`src/rtl/multicycle_sequencer.sv`:
```
// multicycle_sequencer
// Steps an instruction through NUM_STAGES sequential stages, one active stage
// at a time. Stage XF_STAGE can insert one extra fetch cycle (XFETCH), which
// reuses stage 0's hardware.
// Optional macro SEQ_PERF_CNT_EN adds retire and cycle performance counters.
// Without it, both counters are tied to zero.
module multicycle_sequencer #(
   parameter int NUM_STAGES = 5,
   parameter int XF_STAGE   = 1,
   parameter int CNT_W      = 16
) (
   input  logic                  clk,
   input  logic                  rst,
   input  logic                  start,
   input  logic                  halt,
   input  logic                  flush,
   input  logic [NUM_STAGES-1:0] stall,
   input  logic                  ext_fetch,
   output logic [NUM_STAGES-1:0] stage_en,
   output logic [NUM_STAGES-1:0] latch_en,
   output logic                  xfetch,
   output logic                  instr_done,
   output logic                  busy,
   output logic                  idle,
   output logic [CNT_W-1:0]      retire_cnt,
   output logic [CNT_W-1:0]      cycle_cnt
);

   // State encoding: RUN(k) is encoded as k. IDLE and XFETCH use codes that
   // sit above any legal stage index (NUM_STAGES is at most 8).
   localparam logic [3:0] S_IDLE  = 4'd15;
   localparam logic [3:0] S_XF    = 4'd14;
   localparam logic [3:0] S_LAST  = 4'(NUM_STAGES - 1);
   localparam logic [3:0] S_XFSTG = 4'(XF_STAGE);
   localparam logic [3:0] S_AFTER = 4'(XF_STAGE + 1);

   logic [3:0]            state_q, state_d;
   logic                  halt_q, halt_d;
   logic [NUM_STAGES-1:0] run_vec;
   logic                  in_idle, in_xf, act_stall, halt_eff;

   // One-hot decode of RUN(k) straight from the state register.
   generate
      for (genvar gi = 0; gi < NUM_STAGES; gi++) begin : g_run
         assign run_vec[gi] = (state_q == 4'(gi));
      end
   endgenerate

   assign in_idle   = (state_q == S_IDLE);
   assign in_xf     = (state_q == S_XF);
   // Only the active stage's stall bit is honoured. XFETCH borrows stage 0.
   assign act_stall = in_xf ? stall[0] : |(run_vec & stall);
   // A halt raised in the same cycle counts as already pending.
   assign halt_eff  = halt_q | halt;

   // State and pending-halt registers. Reset is asynchronous.
   always_ff @(posedge clk or posedge rst) begin
      if (rst) begin
         state_q <= S_IDLE;
         halt_q  <= 1'b0;
      end else begin
         state_q <= state_d;
         halt_q  <= halt_d;
      end
   end

   // Next-state logic. Priority order: flush, then stall, then advance.
   always_comb begin
      state_d = state_q;
      halt_d  = halt_q;
      if (in_idle) begin
         if (start && !halt) state_d = 4'd0;
      end else if (flush) begin
         state_d = halt_eff ? S_IDLE : 4'd0;
      end else if (act_stall) begin
         state_d = state_q;
      end else if (in_xf) begin
         state_d = S_AFTER;
      end else if (state_q == S_XFSTG && ext_fetch) begin
         state_d = S_XF;
      end else if (state_q == S_LAST) begin
         state_d = halt_eff ? S_IDLE : 4'd0;
      end else begin
         state_d = state_q + 4'd1;
      end
      // Pending halt is cleared on entering IDLE.
      // Otherwise it is set by any halt seen while busy.
      if (state_d == S_IDLE)
         halt_d = 1'b0;
      else if (!in_idle && halt)
         halt_d = 1'b1;
   end

   // Output decode. The Moore outputs depend on state only.
   // latch_en and instr_done also depend on stall and flush.
   always_comb begin
      stage_en    = run_vec;
      stage_en[0] = run_vec[0] | in_xf;
      xfetch      = in_xf;
      idle        = in_idle;
      busy        = ~in_idle;
      latch_en    = '0;
      if (!flush) begin
         latch_en = run_vec & ~stall;
         if (in_xf && !stall[0]) latch_en[0] = 1'b1;
      end
      instr_done  = !flush && (state_q == S_LAST) && !stall[NUM_STAGES-1];
   end

`ifdef SEQ_PERF_CNT_EN
   logic [CNT_W-1:0] retire_q, cycle_q;

   // Performance counters. They wrap freely and are frozen while IDLE.
   always_ff @(posedge clk or posedge rst) begin
      if (rst) begin
         retire_q <= '0;
         cycle_q  <= '0;
      end else begin
         if (!in_idle)   cycle_q  <= cycle_q + 1'b1;
         if (instr_done) retire_q <= retire_q + 1'b1;
      end
   end

   assign retire_cnt = retire_q;
   assign cycle_cnt  = cycle_q;
`else
   assign retire_cnt = '0;
   assign cycle_cnt  = '0;
`endif

endmodule

```
`config.mk`:
```
export PLATFORM = sky130hd
export DESIGN_NAME = multicycle_sequencer
export DESIGN_NICKNAME = d
export VERILOG_FILES = /design/src/rtl/multicycle_sequencer.sv
export SDC_FILE = /design/constraint.sdc
export NUM_CORES = 1
export LEC_CHECK = 0
export CAP_MARGIN = 20
export CORE_ASPECT_RATIO = 1.2
export CORE_MARGIN = 5
export CORE_UTILIZATION = 36
export CTS_CLUSTER_SIZE = 25
export DETAILED_ROUTE_END_ITERATION = 8
export PLACE_DENSITY = 0.79
export SLEW_MARGIN = 30
export SYNTH_ARGS = -nofsm -noshare
export SYNTH_HDL_FRONTEND = slang
export SYNTH_SLANG_ARGS = --single-unit
```
`constraint.sdc`:
```
create_clock -name clk -period 3.3 [get_ports clk]
set_input_delay 0.66 -clock clk [delete_from_list [all_inputs] [get_ports clk]]
set_output_delay 0.66 -clock clk [all_outputs]
set_load 0.02 [all_outputs]
```
## After elaboration in Yosys (flattened, before gate mapping)

Index checks and enable logic that the tools add are counted.

| word-level totals | value |
|---|---|
| register bits | 5 |
| latch bits | 0 |
| RAM bits | 0 |
| ROM bits | 0 |
| output and inout bits | 46 |
| logic and storage cells | 43 |
| memories | 0 |

| operators by class | value |
|---|---|
| $add $sub $neg | 1 |
| multiply operators | 0 |
| divide/modulo/power cells | 0 |
| order comparisons | 0 |
| eq/ne operators | 7 |
| shifts and indexed selects | 0 |
| multiplexer cells | 13 |
| bitwise logic cells | 6 |
| reduce and logical (&&, ||, !) cells | 14 |

Operators by type and width:

| kind | count |
|---|---|
| $mux 4 | 8 |
| $eq 4x4->1 const B | 3 |
| $and 5x5->5 | 2 |
| $eq 4x2->1 const B | 2 |
| $logic_and 1x1->1 | 6 |
| $logic_not 1->1 | 5 |
| $mux 5 | 1 |
| $not 5->5 | 1 |
| $reduce_or 5->1 | 1 |
| $add 4x1->4 const B | 1 |
| $eq 4x1->1 const B | 1 |
| $eq 4x3->1 const B | 1 |
| $logic_not 4->1 | 1 |
| $mux 1 | 4 |
| $or 1x1->1 | 2 |
| $reduce_bool 2->1 | 1 |
| $not 1->1 | 1 |

## Depth between registers and ports, before layout

Gate-level depths: netlist (run 1).

| depth | value |
|---|---|
| word-level depth | 10 |
| gate-level depth with buffers | 9 |
| mapped depth without buffers | 9 |

## Worst setup path before layout (run 1)

Ideal clock, no wire load.

| timing | value |
|---|---|
| path type | register to output |
| start point | register state_q[0] |
| end point | output port latch_en[1] |
| arrival | 1.758 ns |
| slack | 0.882 ns |
| stages on the path, launching flop included | 4 |
| cells stage by stage | dfstp_2 > ha_1 > nor3b_2 > nor3b_1 |

| between the ends | value |
|---|---|
| longest elaborated chain between the ends | 3 |

RTL lines:

| item | line | text |
|---|---|---|
| start: declaration | 37 | `logic [3:0] state_q, state_d;` |
| start signal: assignment | 62 | `state_q <= state_d;` |
| $eq 4x1->1 | 45 | `assign run_vec[gi] = (state_q == 4'(gi));` |
| net stage_en[1] | 19 | `output logic [NUM_STAGES-1:0] stage_en,` |
| $and 5x5->5 | 104 | `latch_en = run_vec & ~stall;` |
| $mux 5 | 103 | `if (!flush) begin` |
| end: declaration | 20 | `output logic [NUM_STAGES-1:0] latch_en,` |

The timed path passes the listed nets, and every way through them passes these cells.

## Worst setup path after layout (run 1)

| timing | value |
|---|---|
| start point | register state_q[1] |
| end point | output port latch_en[0] |

| between the ends | value |
|---|---|
| longest elaborated chain between the ends | 4 |
| elaborated cells on any way between the ends | 6 |

RTL lines:

| item | line | text |
|---|---|---|
| $logic_not 4->1 or $eq 4x4->1 (tied branches) | 45, 50 |  |
| $and 5x5->5 or $logic_and 1x1->1 (tied branches) | 104, 105 |  |
| $mux 1 * | 105 | `if (in_xf && !stall[0]) latch_en[0] = 1'b1;` |
| $mux 5 * | 103 |  |

Mark *: on every way between the ends. The rest lies on a longest branch, timed or not.

==> out/qor.yml, run 1 <==
grt_pass1_wl_um: 3440
place_congestion: 0.871
synthFlopType: "dfstp_2"
syn_inst: 117
start_util_pct: 38.4
grt_use_total_pct: 11.8
port-buffer-count: 24
start_kind: "flop"
core-area_um2: 2330
viasPerCell: 4.74
path_clk_slew_ns: 0.04
wirelength_um: 2170
power_leakage_nw: 0.480
rows: 19
crit_arrival_ns: 2.23
worstPathRequired_ns: 2.64
die_height_um: 64.6
grt.overflow.total: 0
post_cts_buffers: 0
via_count: 816
cts_tree: "yes"
setup_tns_ns: 0
final_max_slew_viol_count: 0
post-route-period-util_pct: 87.6
period_needed_ns: 2.89
ys_ff_latch: 5
synth-edff-count: 0
final_hold_viol_count: 0
grt_pass1_vias: 749
drive_gt1_share_pct: 8.51
cts_sinks: 5
drc: 0
ys_warn_count: 0
avgSynthCellArea_um2: 7.65
wl_per_cell_um: 12.6
cts_made_buffers: 3
dieArea_um2: 3590
clock_skew_ns: 0.00149
peakVddDrop_uv: 432
outcome: "finished clean"
ant_nets: 0
netlist_area_um2: 895
grt_antenna_before_repair: 0
nNetsFinal: 157
final_cells: 172
drt_iter0_markers: 29
rsz0062_at_grt: "no"
dp_hpwl_um: 1820
root_buffer: "clkbuf_4"
max_freq_mhz: 346
ys_async_sr_fraction_pct: 100
hold_buffers: 0
grt_max_degree: 18
area_growth_syn_to_layout_pct: 18.5
ctsResizeCount: 0
clk_path_buf_depth: 2
ys_types: 38
dp_cells: 168
cp_max_fo: 7
dr.pass1.iters: 4
hp-class: "reg2reg"
setup_violations: 0
die_w_um: 55.5
power.density_nw_per_um2: 768
clk_latency_ns: 0.24
ys_seq_area_share_pct: 14.5
ios: 57
cts.htree.levels: 1
cap_violations: 0
crit_type: "reg2out"
critPathCaptureType: "output port"
antenna_cells: 0
worst max-delay path, stage by stage (launching register included):
cell and delay (ns):
dfstp_2 0.59, ha_1 0.27, nand3_1 0.20, a211oi_1 0.27, clkdlybuf4s50_1 0.65
cell families (layout without fill, tap and decap cells):
| kind of cell | after synthesis | count (layout) | share of synthesized area (%) |
|---|---|---|---|
| adders and majority gates | 4 | 4 | 5.59 |
| other | 1 | 32 | 0.419 |
| AOI/OAI and AO/OA | 29 | 29 | 22.9 |
| DFF | 5 | 5 | 14.5 |
| buffers and inverters | 42 | 35 | 32.0 |
| and+or+nand+nor | 35 | 35 | 23.4 |
| muxes | 1 | 1 | 1.12 |
stage by stage:
step	setup slack, ns	power (mW)	hold slack (ns)	utilization, %	instance area [µm²]
detailed placement	0.463	0.736	0.588	44.4	1030
global route	0.249	0.888	0.638	45.5	1060
floorplan	0.882	0.607	0.436	-	1010
CTS	0.376	0.815	0.595	45.5	1060
global placement	0.529	0.721	0.581	44.4	1030
finish	0.409	0.814	0.599	45.5	1060
layer usage:
metal | vias up | part of all wire (%) | global-route usage, %
met1 | 378 | 39 | 13.1
met5 | - | 0 | 0
met3 | 0 | 8.1 | 4.96
met2 | 34 | 52 | 21.0
li1 | 404 | - | -
met4 | 0 | 0 | 2.74
final timing paths:
| kind | startpoint | endpoint | slack, ns | cells after the start |
|---|---|---|---|---|
| max | state_q[1] | latch_en[0] | 0.41 | 4 |
| min | state_q[0] | state_q[0] | 0.60 | 2 |
| max reg2reg | state_q[0] | halt_q | 0.73 | 8 |
| min reg2reg | state_q[0] | state_q[0] | 0.60 | 2 |
| max in group asynchronous | rst | state_q[1] | 2.44 | 2 |
| min in group asynchronous | rst | halt_q | 0.63 | 2 |
Yosys cell counts (all sizes together) (2+ instances only):
cell | n | area share (%)
a22oi | 3 | 2.5
a21o | 2 | 1.7
nor4 | 3 | 2.1
nand3 | 4 | 2.8
nor3b | 6 | 5.6
nor2 | 5 | 2.4
nand2 | 7 | 2.9
o31a | 2 | 2.0
inv | 6 | 2.5
o21ai | 3 | 1.7
dfstp | 4 | 12
buf | 35 | 29
ha | 4 | 5.6
a211oi | 3 | 2.5
nor3 | 3 | 1.7
a21oi | 6 | 3.4
a31oi | 3 | 2.1
o31ai | 2 | 1.7
and2 | 2 | 1.4
layout make-up:
cell class	instances	area, µm²
inverter	6	22.5
fill	253	1270
timing repair buffer	25	248
clock buffer	4	26.3
tap	31	38.8
multi-input combinational	101	594
sequential	5	130
cell usage in the layout, fill, tap and decap left out, types with 2 or more instances in the layout:
cell type,netlist,layout
a22oi_1,3,3
and2_1,2,2
a211oi_1,3,3
o31a_1,2,2
dfstp_2,4,4
a31oi_1,3,3
clkdlybuf4s50_1,0,24
nor3b_1,5,5
nand2_1,7,7
clkbuf_4,0,3
nor2_1,4,4
o21ai_0,2,2
nand3_1,3,3
nor4_1,3,3
a21oi_1,6,6
conb_1,1,32
inv_1,6,6
ha_1,4,4
a21o_1,2,2
o31ai_1,2,2
nor3_1,3,3
state kept, by name, summed over array words and instances (netlist names):
signal and cells:
state_q 4, halt_q 1
where the power goes:
part,switching (mW),internal (mW)
combinational,0.319,0.237
clock,0.0244,0.0457
sequential,0.0753,0.113
Power figures use the tool's default switching activity.
==> run 2: changes to the inputs <==
Settings changed: SETUP_SLACK_MARGIN set to 0.5.
==> run 2 against run 1 <==
Die area did not move. Critical path type unchanged. Maximum frequency rose by 8.0%. Sequential power rose by 3%. Combinational power fell by 0.7%. Non-clock buffer count did not move. First-iteration DRC count fell by 17%. Power rose by 0.23%. Via count fell by 0.12%. Worst hold slack improved by 0.0041 ns. Global-route usage barely moved. Routed wire length rose by 1.3%.
==> out/qor.yml, run 2 (synthesis gave the netlist of run 1 again) <==
path_clk_slew_ns: 0.04
power.share.combinational_pct: 67.7
clkPwrFrac_pct: 8.6
hp-class: "reg2reg"
setup_ws_ns: 0.623
total_power_mw: 0.816
worstPathRequired_ns: 2.64
power_leakage_nw: 0.562
die_w_um: 55.5
layout_commonest_cell: "conb_1"
dp_cells: 168
core-area_um2: 2330
r2r_cells: 8
wirelength_um: 2200
sequentialPowerShare_pct: 23.7
die_height_um: 64.6
num-fill-cells: 256
final_max_slew_viol_count: 0
root_buffer: "clkbuf_4"
hold_buffers: 0
crit_arrival_ns: 2.02
grt_pass1_wl_um: 3440
place_congestion: 0.871
clk_latency_ns: 0.24
antenna_cells: 0
cts_made_buffers: 3
wl_per_cell_um: 12.8
dieArea_um2: 3590
ios: 57
setup_violations: 0
path_delay_family: "buffers and inverters"
start_util_pct: 38.4
hold_start: "state_q[0]"
final_cells: 172
rows: 19
critPathCaptureType: "output port"
regMostFlops: "state_q"
drive_gt1_share_pct: 9.22
cts_tree: "yes"
cp_slowest_cell: "dfstp_2"
start_kind: "flop"
cts.htree.levels: 1
ant_nets: 0
dpl_worst_slack_ns: 0.463
viasPerCell: 4.74
cap_violations: 0
grt_use_total_pct: 11.8
hold_slack_ns: 0.603
grt.overflow.total: 0
regToRegSetupSlack_ns: 0.72
fin_util_pct: 45.9
holdPathStages: 2
p_int_mw: 0.392
dr.pass1.iters: 4
cts_sinks: 5
hold_path_end: "state_q[0]"
r2r-start: "state_q[0]"
clk_path_buf_depth: 2
crit_path_max_incr_delay_ns: 0.60
final_hold_viol_count: 0
via_count: 815
peakVddDrop_uv: 417
rsz0062_at_grt: "no"
reg_top3: "state_q: 4 flops, halt_q: 1 flops"
outcome: "finished clean"
nNetsFinal: 157
crit_type: "reg2out"
rr_endpoint: "halt_q"
grt_max_degree: 18
post-route-period-util_pct: 81.1
crit_buf_inv: 2
dp_hpwl_um: 1820
setup_tns_ns: 0
period_needed_ns: 2.68
drt_iter0_markers: 24
grt_pass1_vias: 755
max_freq_mhz: 374
power.density_nw_per_um2: 763
final_cell_mix: "32 x conb_1, 16 x clkdlybuf4s50_1, 7 x nand2_1"
grt_antenna_before_repair: 0
p_sw_mw: 0.424
area_growth_syn_to_layout_pct: 19.6
largest_reg_flops: 4
drc: 0
final_area_um2: 1070
cp_max_fo: 8
clock_skew_ns: 0.00150
swShare_pct: 52.0
port-buffer-count: 24
placed_area_um2: 1030
crit_chain: "inv_1 > ha_1 > and3b_1 > clkdlybuf4s50_1"
-- run 2: what timing repair did --
item / in CTS / in global routing
buffers inserted: 0 / 0
setup endpoints to repair: 5 / 4
resized for setup: 6 / 4
-- run 2: layout make-up --
type	instances	area (µm²)	area share [%]
Tap cell	31	38.8	3.63
Inverter	6	22.5	2.11
Multi-Input combinational cell	101	603	56.4
Clock buffer	4	26.3	2.46
Timing Repair Buffer	25	249	23.3
Sequential cell	5	130	12.2
-- run 2: worst max path at each step --
stage                           from     endpoint  slack (ns)  cells after the start
after global routing      state_q[0]         idle        0.53                      4
after detailed placement       flush   instr_done        0.46                      3
after global placement         flush  latch_en[4]        0.53                      3
after CTS                      flush  latch_en[4]        0.51                      3
after floorplan           state_q[0]  latch_en[1]        0.88                      3
final                     state_q[0]  stage_en[4]        0.62                      4
-- run 2: routing by layer --
layer	global-route usage [%]	share of wire, %	up-vias
met5	0	0	-
met4	3.34	0	0
met3	5.16	9.2	0
met2	20.7	52	38
met1	12.8	39	373
li1	-	-	404
-- run 2: worst reg2reg max path: stages (launching register included) --
cell	delay, ns
dfstp_2	0.60
inv_1	0.10
ha_1	0.29
nor4b_1	0.19
or4_1	0.49
a31o_1	0.24
a311oi_2	0.25
o31a_1	0.19
a31oi_1	0.08
-- run 2: power by group through the flow --
stage               Sequential [mW]  Combinational (mW)  Clock [mW]
global route                  0.198               0.611      0.0807
detailed placement            0.186               0.550           0
floorplan                     0.137               0.470           0
finish                        0.193               0.552      0.0701
CTS                           0.189               0.551      0.0749
global placement              0.184               0.537           0
==> RTL change, RTL diff (flow settings as in run 2) <==
Set the parameter `NUM_STAGES` to 4 (it was 5).
--- a/src/rtl/multicycle_sequencer.sv
+++ b/src/rtl/multicycle_sequencer.sv
@@ -5,7 +5,7 @@
 // Optional macro SEQ_PERF_CNT_EN adds retire and cycle performance counters.
 // Without it, both counters are tied to zero.
 module multicycle_sequencer #(
-   parameter int NUM_STAGES = 5,
+   parameter int NUM_STAGES = 4,
    parameter int XF_STAGE   = 1,
    parameter int CNT_W      = 16
 ) (
Interface: changed (resized latch_en, stage_en and stall); port bits go from 57 to 54. No check against the original RTL was run, so the function may have changed too.
==> RTL change against run 2 <==
  * First-iteration DRC count decreased by 71%
  * Setup slack got worse by 0.021 ns
  * Count of clock-buffer cells in the layout unchanged
  * Area after synthesis decreased by 2.2%
  * Sequential cell count unchanged
  * Combinational power decreased by 2%
  * Fmax decreased by 0.77%
  * Critical endpoint is now latch_en[1]
  * Die area decreased by 1.9%
  * Synthesized cell count decreased by 8.5%
  * Design area decreased by 5.0%
  * Global-route usage decreased by 0.66 points
  * Total power decreased by 3.6%
  * Wire length decreased by 10%
==> RTL change: results (changes against run 2) <==
Outcome
  • Outcome: finished clean

Finish
  • Multi-input combinational area share: 57.1% (+0.77 points)
  • Comb_multi_in: 92 (-8.9%)
  • Non-clock buffer share: 21.4% (-1.8 points)
  • Layout cell share with drive strength beyond 1: 17.1% (+7.8 points)
  • Final net count: 144 (-8.3%)
  • Filler cells: 249 (-2.7%)

Timing
  • Skew final: 0.00345 ns (+0.00195 ns)

Routing
  • Metal2 WL: 991 µm (-13%)
  • M1 wire length: 760 µm (-12%)
  • DR top layer: met4
  • Routed wl met3: 179 µm (-11%)
  • DRT iter0 DRCs: 7 (-71%)
  • Routed wire length per instance: 12.4 µm (-3.2%)

Place
  • Final Wtd Congestion: 0.952 (+9.4%)
  • Port bufs: 21 (-13%)
  • Dpl hpwl: 1640 µm (-10%)

Pwr
  • Peak supply drop: 0.000554 V (+33%)
  • Leakage Power: 0.000492 µW (-12%)

Global route
  • Met3 global-route usage: 3.02% (-2.1 points)
  • Largest net degree at the start of global routing: 14 (-4)
  • Vias in the first global route: 698 (-7.5%)
  • Grt met2 use: 17.9% (-2.8 points)

Synthesis
  • Sequential share of the synthesized area: 14.9% (+0.33 points)
  • Commonest cells in the netlist: 32 x buf_4, 7 x a21oi_1, 6 x nand2_1, 5 x inv_1, 5 x nor3b_1

Setup path
  • Reg2Reg Depth: 7 (-1)
  • Flop-to-flop setup slack: 1.01 ns (+0.29 ns)
  • Crit Path Max Fanout: 5 (-3)

Min path
  • Hold EP: state_q[1]
  • Hold Startpoint: state_q[1]
-- RTL change: cell count changes after synthesis, sizes merged, moves of 2 or more --
cell            run 2  this run
nor3                3         0
nor4                3         0
a2111oi             0         2
a31oi               3         1
nor2                5         3
nor2b               0         2
o31a                2         0
-- RTL change: critical path, cell delays in order --
cell and delay, ns:
clkdlybuf4s50_1 0.42, or3_1 0.40, nor3b_1 0.20, dlygate4sd2_1 0.36
-- RTL change: how the worst max path moves through the flow --
stage,slack (ns),endpoint,startpoint,cells after the start
finish,0.60,latch_en[1],flush,4
global route,0.50,latch_en[1],flush,4
CTS,0.39,latch_en[0],state_q[1],4
global placement,0.34,latch_en[1],flush,4
detailed placement,0.30,latch_en[1],flush,4
floorplan,1.04,latch_en[0],state_q[1],3
-- RTL change: per-stage QoR --
step	util, %	area, µm²	setup WS (ns)	total power (µW)	cells
CTS	43.6	1010	0.388	788	160
global route	44.1	1020	0.501	868	160
detailed placement	42.5	980	0.299	713	156
floorplan	-	991	1.04	604	138
global placement	42.5	980	0.339	702	156
finish	44.1	1020	0.602	786	160
-- RTL change: kinds of logic (layout without fill, tap and decap cells) --
kind of cell,count (synthesis),after routing,share of synthesized area [%]
AOI/OAI and AO/OA,28,28,24.5
adders and majority gates,4,4,5.72
buffers and inverters,41,32,33.2
DFF,5,5,14.9
muxes,1,1,1.14
other,1,32,0.429
and+or+nand+nor,27,27,20.2
-- RTL change: repair_timing --
item / CTS / global route
setup endpoints to repair: 6 / 5
gates cloned: 0 / 0
gates resized for setup: 5 / 4
-- RTL change: report_power, final --
part | internal (µW) | switching [µW]
sequential | 111 | 66.2
combinational | 233 | 309
clock | 45.5 | 22.1
